### config.mk
export PLATFORM = sky130hd
export DESIGN_NAME = pkt_disp_sched
export DESIGN_NICKNAME = d
export VERILOG_FILES = /design/src/rtl/pkt_disp_sched.sv
export SDC_FILE = /design/constraint.sdc
export NUM_CORES = 1
export LEC_CHECK = 0
export ABC_AREA = 0
export BUFFER_PORTS_ARGS = -buffer_cell sky130_fd_sc_hd__buf_2
export CAP_MARGIN = 20
export CELL_PAD_IN_SITES_DETAIL_PLACEMENT = 1
export CELL_PAD_IN_SITES_GLOBAL_PLACEMENT = 2
export CORE_UTILIZATION = 42
export CTS_BUF_LIST = sky130_fd_sc_hd__clkbuf_4 sky130_fd_sc_hd__clkbuf_8
export DETAILED_ROUTE_END_ITERATION = 12
export GPL_TIMING_DRIVEN = 0
export PLACE_DENSITY = 0.83
export SLEW_MARGIN = 10
export SYNTH_ARGS = -nofsm -noshare
export SYNTH_HDL_FRONTEND = slang
export SYNTH_SLANG_ARGS = --single-unit
export TNS_END_PERCENT = 1
### constraint.sdc
create_clock -name CLK -period 4.1 [get_ports CLK]
set_clock_uncertainty 0.15 [all_clocks]
set_input_delay 0.82 -clock CLK [delete_from_list [all_inputs] [get_ports CLK]]
set_output_delay 0.82 -clock CLK [all_outputs]
set_load 0.01 [all_outputs]
### src/rtl/pkt_disp_sched.sv
// pkt_disp_sched
//
// Queues result packets from the datapath and plays each one out, one hex
// nibble at a time (most significant first), on a single active-low
// 7-segment digit. A blank gap separates consecutive packets, and an internal
// prescaler paces the display so a person can read it.
//
// Ports
//   CLK        rising-edge clock
//   nRST       asynchronous active-low reset
//   PKT_VALID  PKT_DATA holds a packet to enqueue
//   PKT_DATA   packet payload, PACKET_W bits
//   PKT_READY  FIFO has room (decoded from the registered occupancy only)
//   PAUSE      freezes prescaler, hold counter and SHOW/GAP progress
//   nHEX       segments {g,f,e,d,c,b,a}, 0 = lit, 7'h7F = blank
//   DIGIT_IDX  index of the nibble on display, NIB-1 = most significant
//   BUSY       scheduler is not idle
//   FIFO_CNT   number of queued packets
module pkt_disp_sched #(
    parameter  int PACKET_W = 32,
    parameter  int DEPTH    = 4,
    parameter  int DIV      = 1_000_000,
    parameter  int HOLD     = 25,
    localparam int NIB      = PACKET_W / 4,
    localparam int IDX_W    = (NIB > 1) ? $clog2(NIB) : 1,
    localparam int CNT_W    = $clog2(DEPTH) + 1
) (
    input  logic                CLK,
    input  logic                nRST,
    input  logic                PKT_VALID,
    input  logic [PACKET_W-1:0] PKT_DATA,
    output logic                PKT_READY,
    input  logic                PAUSE,
    output logic [6:0]          nHEX,
    output logic [IDX_W-1:0]    DIGIT_IDX,
    output logic                BUSY,
    output logic [CNT_W-1:0]    FIFO_CNT
);

    localparam int PTR_W = $clog2(DEPTH);
    localparam int PS_W  = (DIV > 1) ? $clog2(DIV) : 1;
    localparam int HC_W  = (HOLD > 1) ? $clog2(HOLD) : 1;

    localparam logic [PS_W-1:0]  PS_LAST  = PS_W'(DIV - 1);
    localparam logic [HC_W-1:0]  HC_LAST  = HC_W'(HOLD - 1);
    localparam logic [IDX_W-1:0] IDX_LAST = IDX_W'(NIB - 1);
    localparam logic [CNT_W-1:0] CNT_FULL = CNT_W'(DEPTH);

    typedef enum logic [1:0] {
        S_IDLE,
        S_LOAD,
        S_SHOW,
        S_GAP
    } state_t;

    state_t state, state_next;

    logic [PACKET_W-1:0] mem [DEPTH];
    logic [PTR_W-1:0]    wr_ptr, rd_ptr;
    logic [CNT_W-1:0]    cnt;
    logic [PACKET_W-1:0] pkt;
    logic [IDX_W-1:0]    digit_idx;
    logic [PS_W-1:0]     ps_cnt;
    logic [HC_W-1:0]     hold_cnt;
    logic [3:0]          nib;

    logic push, pop;
    logic active, run, tick, phase_end;

    function automatic logic [6:0] hex_seg(input logic [3:0] n);
        case (n)
            4'h0:    return 7'b1000000;
            4'h1:    return 7'b1111001;
            4'h2:    return 7'b0100100;
            4'h3:    return 7'b0110000;
            4'h4:    return 7'b0011001;
            4'h5:    return 7'b0010010;
            4'h6:    return 7'b0000010;
            4'h7:    return 7'b1111000;
            4'h8:    return 7'b0000000;
            4'h9:    return 7'b0010000;
            4'hA:    return 7'b0001000;
            4'hB:    return 7'b0000011;
            4'hC:    return 7'b1000110;
            4'hD:    return 7'b0100001;
            4'hE:    return 7'b0000110;
            default: return 7'b0001110;
        endcase
    endfunction

    // No bypass: a full FIFO refuses a push even on the edge it pops.
    assign PKT_READY = (cnt != CNT_FULL);
    assign push      = PKT_VALID && PKT_READY;
    // The head is taken on the edge that enters LOAD, so the occupancy
    // already reflects the pop while LOAD is on display.
    assign pop       = (state_next == S_LOAD);

    assign active    = (state == S_SHOW) || (state == S_GAP);
    assign run       = active && !PAUSE;
    assign tick      = run && (ps_cnt == PS_LAST);
    assign phase_end = tick && (hold_cnt == HC_LAST);

    // ---- FIFO storage (payload only, no reset) ----
    always_ff @(posedge CLK) begin
        if (push) begin
            mem[wr_ptr] <= PKT_DATA;
        end
        if (pop) begin
            pkt <= mem[rd_ptr];
        end
    end

    // ---- FIFO control ----
    always_ff @(posedge CLK or negedge nRST) begin
        if (!nRST) begin
            wr_ptr <= '0;
            rd_ptr <= '0;
            cnt    <= '0;
        end else begin
            if (push) begin
                wr_ptr <= wr_ptr + PTR_W'(1);
            end
            if (pop) begin
                rd_ptr <= rd_ptr + PTR_W'(1);
            end
            case ({push, pop})
                2'b10:   cnt <= cnt + CNT_W'(1);
                2'b01:   cnt <= cnt - CNT_W'(1);
                default: cnt <= cnt;
            endcase
        end
    end

    // ---- Pacing: prescaler, hold counter, nibble index ----
    always_ff @(posedge CLK or negedge nRST) begin
        if (!nRST) begin
            ps_cnt    <= '0;
            hold_cnt  <= '0;
            digit_idx <= '0;
        end else begin
            if (!active) begin
                ps_cnt <= '0;
            end else if (run) begin
                ps_cnt <= tick ? '0 : ps_cnt + PS_W'(1);
            end

            if (!active) begin
                hold_cnt <= '0;
            end else if (tick) begin
                hold_cnt <= phase_end ? '0 : hold_cnt + HC_W'(1);
            end

            if (pop) begin
                digit_idx <= IDX_LAST;
            end else if ((state == S_SHOW) && phase_end && (digit_idx != '0)) begin
                digit_idx <= digit_idx - IDX_W'(1);
            end
        end
    end

    // ---- FSM state register ----
    always_ff @(posedge CLK or negedge nRST) begin
        if (!nRST) begin
            state <= S_IDLE;
        end else begin
            state <= state_next;
        end
    end

    // ---- FSM next state ----
    always_comb begin
        state_next = state;
        unique case (state)
            S_IDLE: if (cnt != '0) state_next = S_LOAD;
            S_LOAD: state_next = S_SHOW;
            S_SHOW: if (phase_end && (digit_idx == '0)) state_next = S_GAP;
            S_GAP:  if (phase_end) state_next = (cnt != '0) ? S_LOAD : S_IDLE;
            default: state_next = S_IDLE;
        endcase
    end

    // ---- Display decode from registered state ----
    always_comb begin
        nib = 4'h0;
        for (int i = 0; i < NIB; i++) begin
            if (digit_idx == IDX_W'(i)) begin
                nib = pkt[i*4 +: 4];
            end
        end
    end

    assign nHEX      = (state == S_SHOW) ? hex_seg(nib) : 7'h7F;
    assign DIGIT_IDX = digit_idx;
    assign BUSY      = (state != S_IDLE);
    assign FIFO_CNT  = cnt;

endmodule

==> reports/qor.csv <==
stage,metric,value,unit
outcome,status,"finished, final reports clean",
grt,antenna_found_initial,0,
floorplan,fp.dieH,142,um
sta,fin_ws,0.108,ns
place,dp_cells,823,
routing,wl_per_cell,18.9,um
logic_synthesis,synth_seq_cells,197,
sta,finalCritPeriodShare,97.4,%
critical_path,crit_type,reg2out,
clock_tree,cts_sinks,197,
logic_synthesis,synth_common_cells,"edfxtp_1, dfrtp_1, nand2_1",
logic_synthesis,postSynthAreaPerCell,16.1,um2
routing,num_vias,4483,
logic_synthesis,synth_edf_count,160,
clock_tree,path_clk_slew,0.11,ns
routing,firstDrtPassIters,4,
clock_tree,tritoncts,done,
place,place_ws,-0.276,ns
grt,grt_first_pass_wirelength,26400,um
hold_path,hold_path_class,in2async,
sta,setup_viol,0,
logic_synthesis,synthesis.area,8190,um2
place,dp_hpwl,11200,um
run,max_cap_viol_count,0,
layout,antennaDiodeCount,0,
grt,grt_pass1_vias,4817,
layout,area_growth,15.2,%
power,clockPowerShare,27.7,%
logic_synthesis,ys_top_cells_by_area,"edfxtp_1, dfrtp_1, mux4_2",
sta,min_period,3.99,ns
power,vdd_drop_max,0.000265,V
floorplan,die_w,142,um
floorplan,boundaryPins,51,
clock_tree,cts_max_level,4,
power,seqPwrFrac,59.8,%
place,routabilityCongestion,0.783,
critical_path,cp_max_fo,10,
layout,fillers,1881,
logic_synthesis,netlist-cell-type-count,52,
power,comb_power_share,12.6,%
sta,fin_tns_setup,0,ns
critical_path,cp_data_arrival_time,3.02,ns
logic_synthesis,yosysSeqAreaShare,69.9,%
logic_synthesis,syn-num-nets,564,
sta,drv_slew,0,
power,internal-power,3.18,mW
floorplan,design.die.area,20100,um2
sta,fmax,250,MHz
floorplan,initial_core_util,43.4,%
layout,postLayoutCellArea,9440,um2
sta,hold_violations,0,
routing,drc,0,
power,cellLeakagePower,3.28,nW
clock_tree,cts_buffer_depth,2,
grt,grt_use_total,17.7,%
place,place_area,8850,um2
routing,via_per_inst,5.20,
power,p_sw,1.19,mW
floorplan,num_rows,50,
clock_tree,clock_latency,0.48,ns
critical_path,worstSetupEndpointType,output pin,
clock_tree,cts_root_buffer,clkbuf_8,
routing,drt_iter0_markers,232,
place,port-buffer-count,50,
layout,finalNonFillerCells,862,
routing,wirelength,16300,um
clock_tree,cts_buffers,17,
logic_synthesis,synth-warning-count,0,
layout,drive_gt1_share,27.6,%
logic_synthesis,async_reset_ff_share,18.8,%
logic_synthesis,synth.most_common_cell,edfxtp_1,
power,switching_share,27.2,%
sta,rsz0062_at_grt,yes,
critical_path,startpoint_type,flip-flop,
sta,holdWs,0.289,ns
logic_synthesis,synth-main-ff-cell,edfxtp_1,
power,power.density,463,nW/um2
critical_path,worstPathRequired,3.13,ns
sta,tightest_slew,0.856,ns
grt,grt_max_degree,38,
floorplan,coreArea,18900,um2
routing,ant_nets,0,
logic_synthesis,yosysTopAreaCellShare,58.6,%
layout,fin_nets,644,
logic_synthesis,synth_cells,509,
logic_synthesis,synth_largest_area_cell,edfxtp_1,
grt,grt_overflow,0,
sta,max-slew-margin-rel,42.9,%
power by group through the flow:
stage	clock network, mW	logic [mW]	registers, mW
finish	1.21	0.548	2.61
global placement	0	0.476	2.65
global route	1.31	0.614	2.64
detailed placement	0	0.564	2.66
CTS	1.24	0.566	2.62
floorplan	0	0.311	2.64
layer usage:
metal / vias to the layer above / share of wire [%] / track usage, % / wire [um]
met5: - / 0 / 0 / 0
met4: 0 / 1.1 / 4.64 / 176
met3: 12 / 3.0 / 4.29 / 486
met2: 74 / 51 / 30.2 / 8300
met1: 2316 / 45 / 22.8 / 7300
li1: 2081 / - / - / -
worst max-delay path, cell delays in order, from the launching register on:
cell and delay [ns]:
dfrtp_2 0.48, buf_4 0.16, ha_4 0.18, clkbuf_4 0.20, o311ai_2 0.40, nand2b_4 0.12, buf_4 0.16, ha_1 0.30
a211o_1 0.26, o211ai_1 0.11, buf_2 0.17
worst paths after layout:
kind	start	end	slack [ns]	cells after the start
worst max register to register	ps_cnt[10]	FIFO_CNT[2]	0.31	12
worst max-delay path	DIGIT_IDX[0]	nHEX[3]	0.11	10
worst min-delay path	nRST	hold_cnt[0]	0.29	1
worst min register to register	FIFO_CNT[2]	FIFO_CNT[2]	0.36	1
max in group asynchronous	nRST	DIGIT_IDX[0]	2.93	1
min in group CLK	FIFO_CNT[2]	FIFO_CNT[2]	0.36	1
cell type report:
type                    count  area [um2]  share of cell area, %
clock inverters            15         159                   1.68
multi-input cells         263        2380                   25.2
repair buffers             64         409                   4.33
clock buffers              17         234                   2.48
well taps                 260         325                   3.45
plain buffers              18        88.8                  0.941
inverters                  28         110                   1.17
flip-flops and latches    197        5730                   60.7
metrics by stage:
step / power, mW / utilization [%]
2_1_floorplan: 2.95 / -
3_3_place_gp: 3.12 / 46.4
3_5_place_dp: 3.23 / 46.9
4_1_cts: 4.43 / 49.2
5_1_grt: 4.56 / 50.0
6_report: 4.37 / 50.0
repair_timing:
item,CTS,global route
resized for setup,16,22
buffers inserted,2,8
endpoints found under the setup margin,8,8
pin swaps,0,4
gates cloned,0,0
hold buffers,0,0
cell families (layout without fill, tap and decap cells):
| logic type | Yosys count | count (layout) | synth area share (%) |
|---|---|---|---|
| multiplexers | 37 | 37 | 9.42 |
| adder cells (fa/ha/maj) | 19 | 19 | 2.99 |
| buffers and inverters | 49 | 142 | 2.29 |
| XOR/XNOR | 25 | 25 | 2.67 |
| flip-flops | 197 | 197 | 69.9 |
| AO/OA/AOI/OAI | 56 | 56 | 4.49 |
| AND/OR/NAND/NOR | 126 | 126 | 8.19 |
layout by cell type, fill, tap and decap left out, types with 9 or more instances in the layout:
master,n
xnor2_1,17
nand2_1,37
o21ai_0,10
dfrtp_1,36
mux4_2,32
buf_2,52
clkbuf_8,17
nor2_1,25
clkbuf_1,9
edfxtp_1,160
ha_1,12
inv_1,24
buf_4,9
a21oi_1,12
flip-flops by register name, indices dropped and copies added (netlist names):
signal / count
mem: 128
pkt: 32
ps_cnt: 20
hold_cnt: 5
DIGIT_IDX: 3
FIFO_CNT: 3
rd_ptr: 2
state: 2
wr_ptr: 2
(Power assumes the default switching activity.)
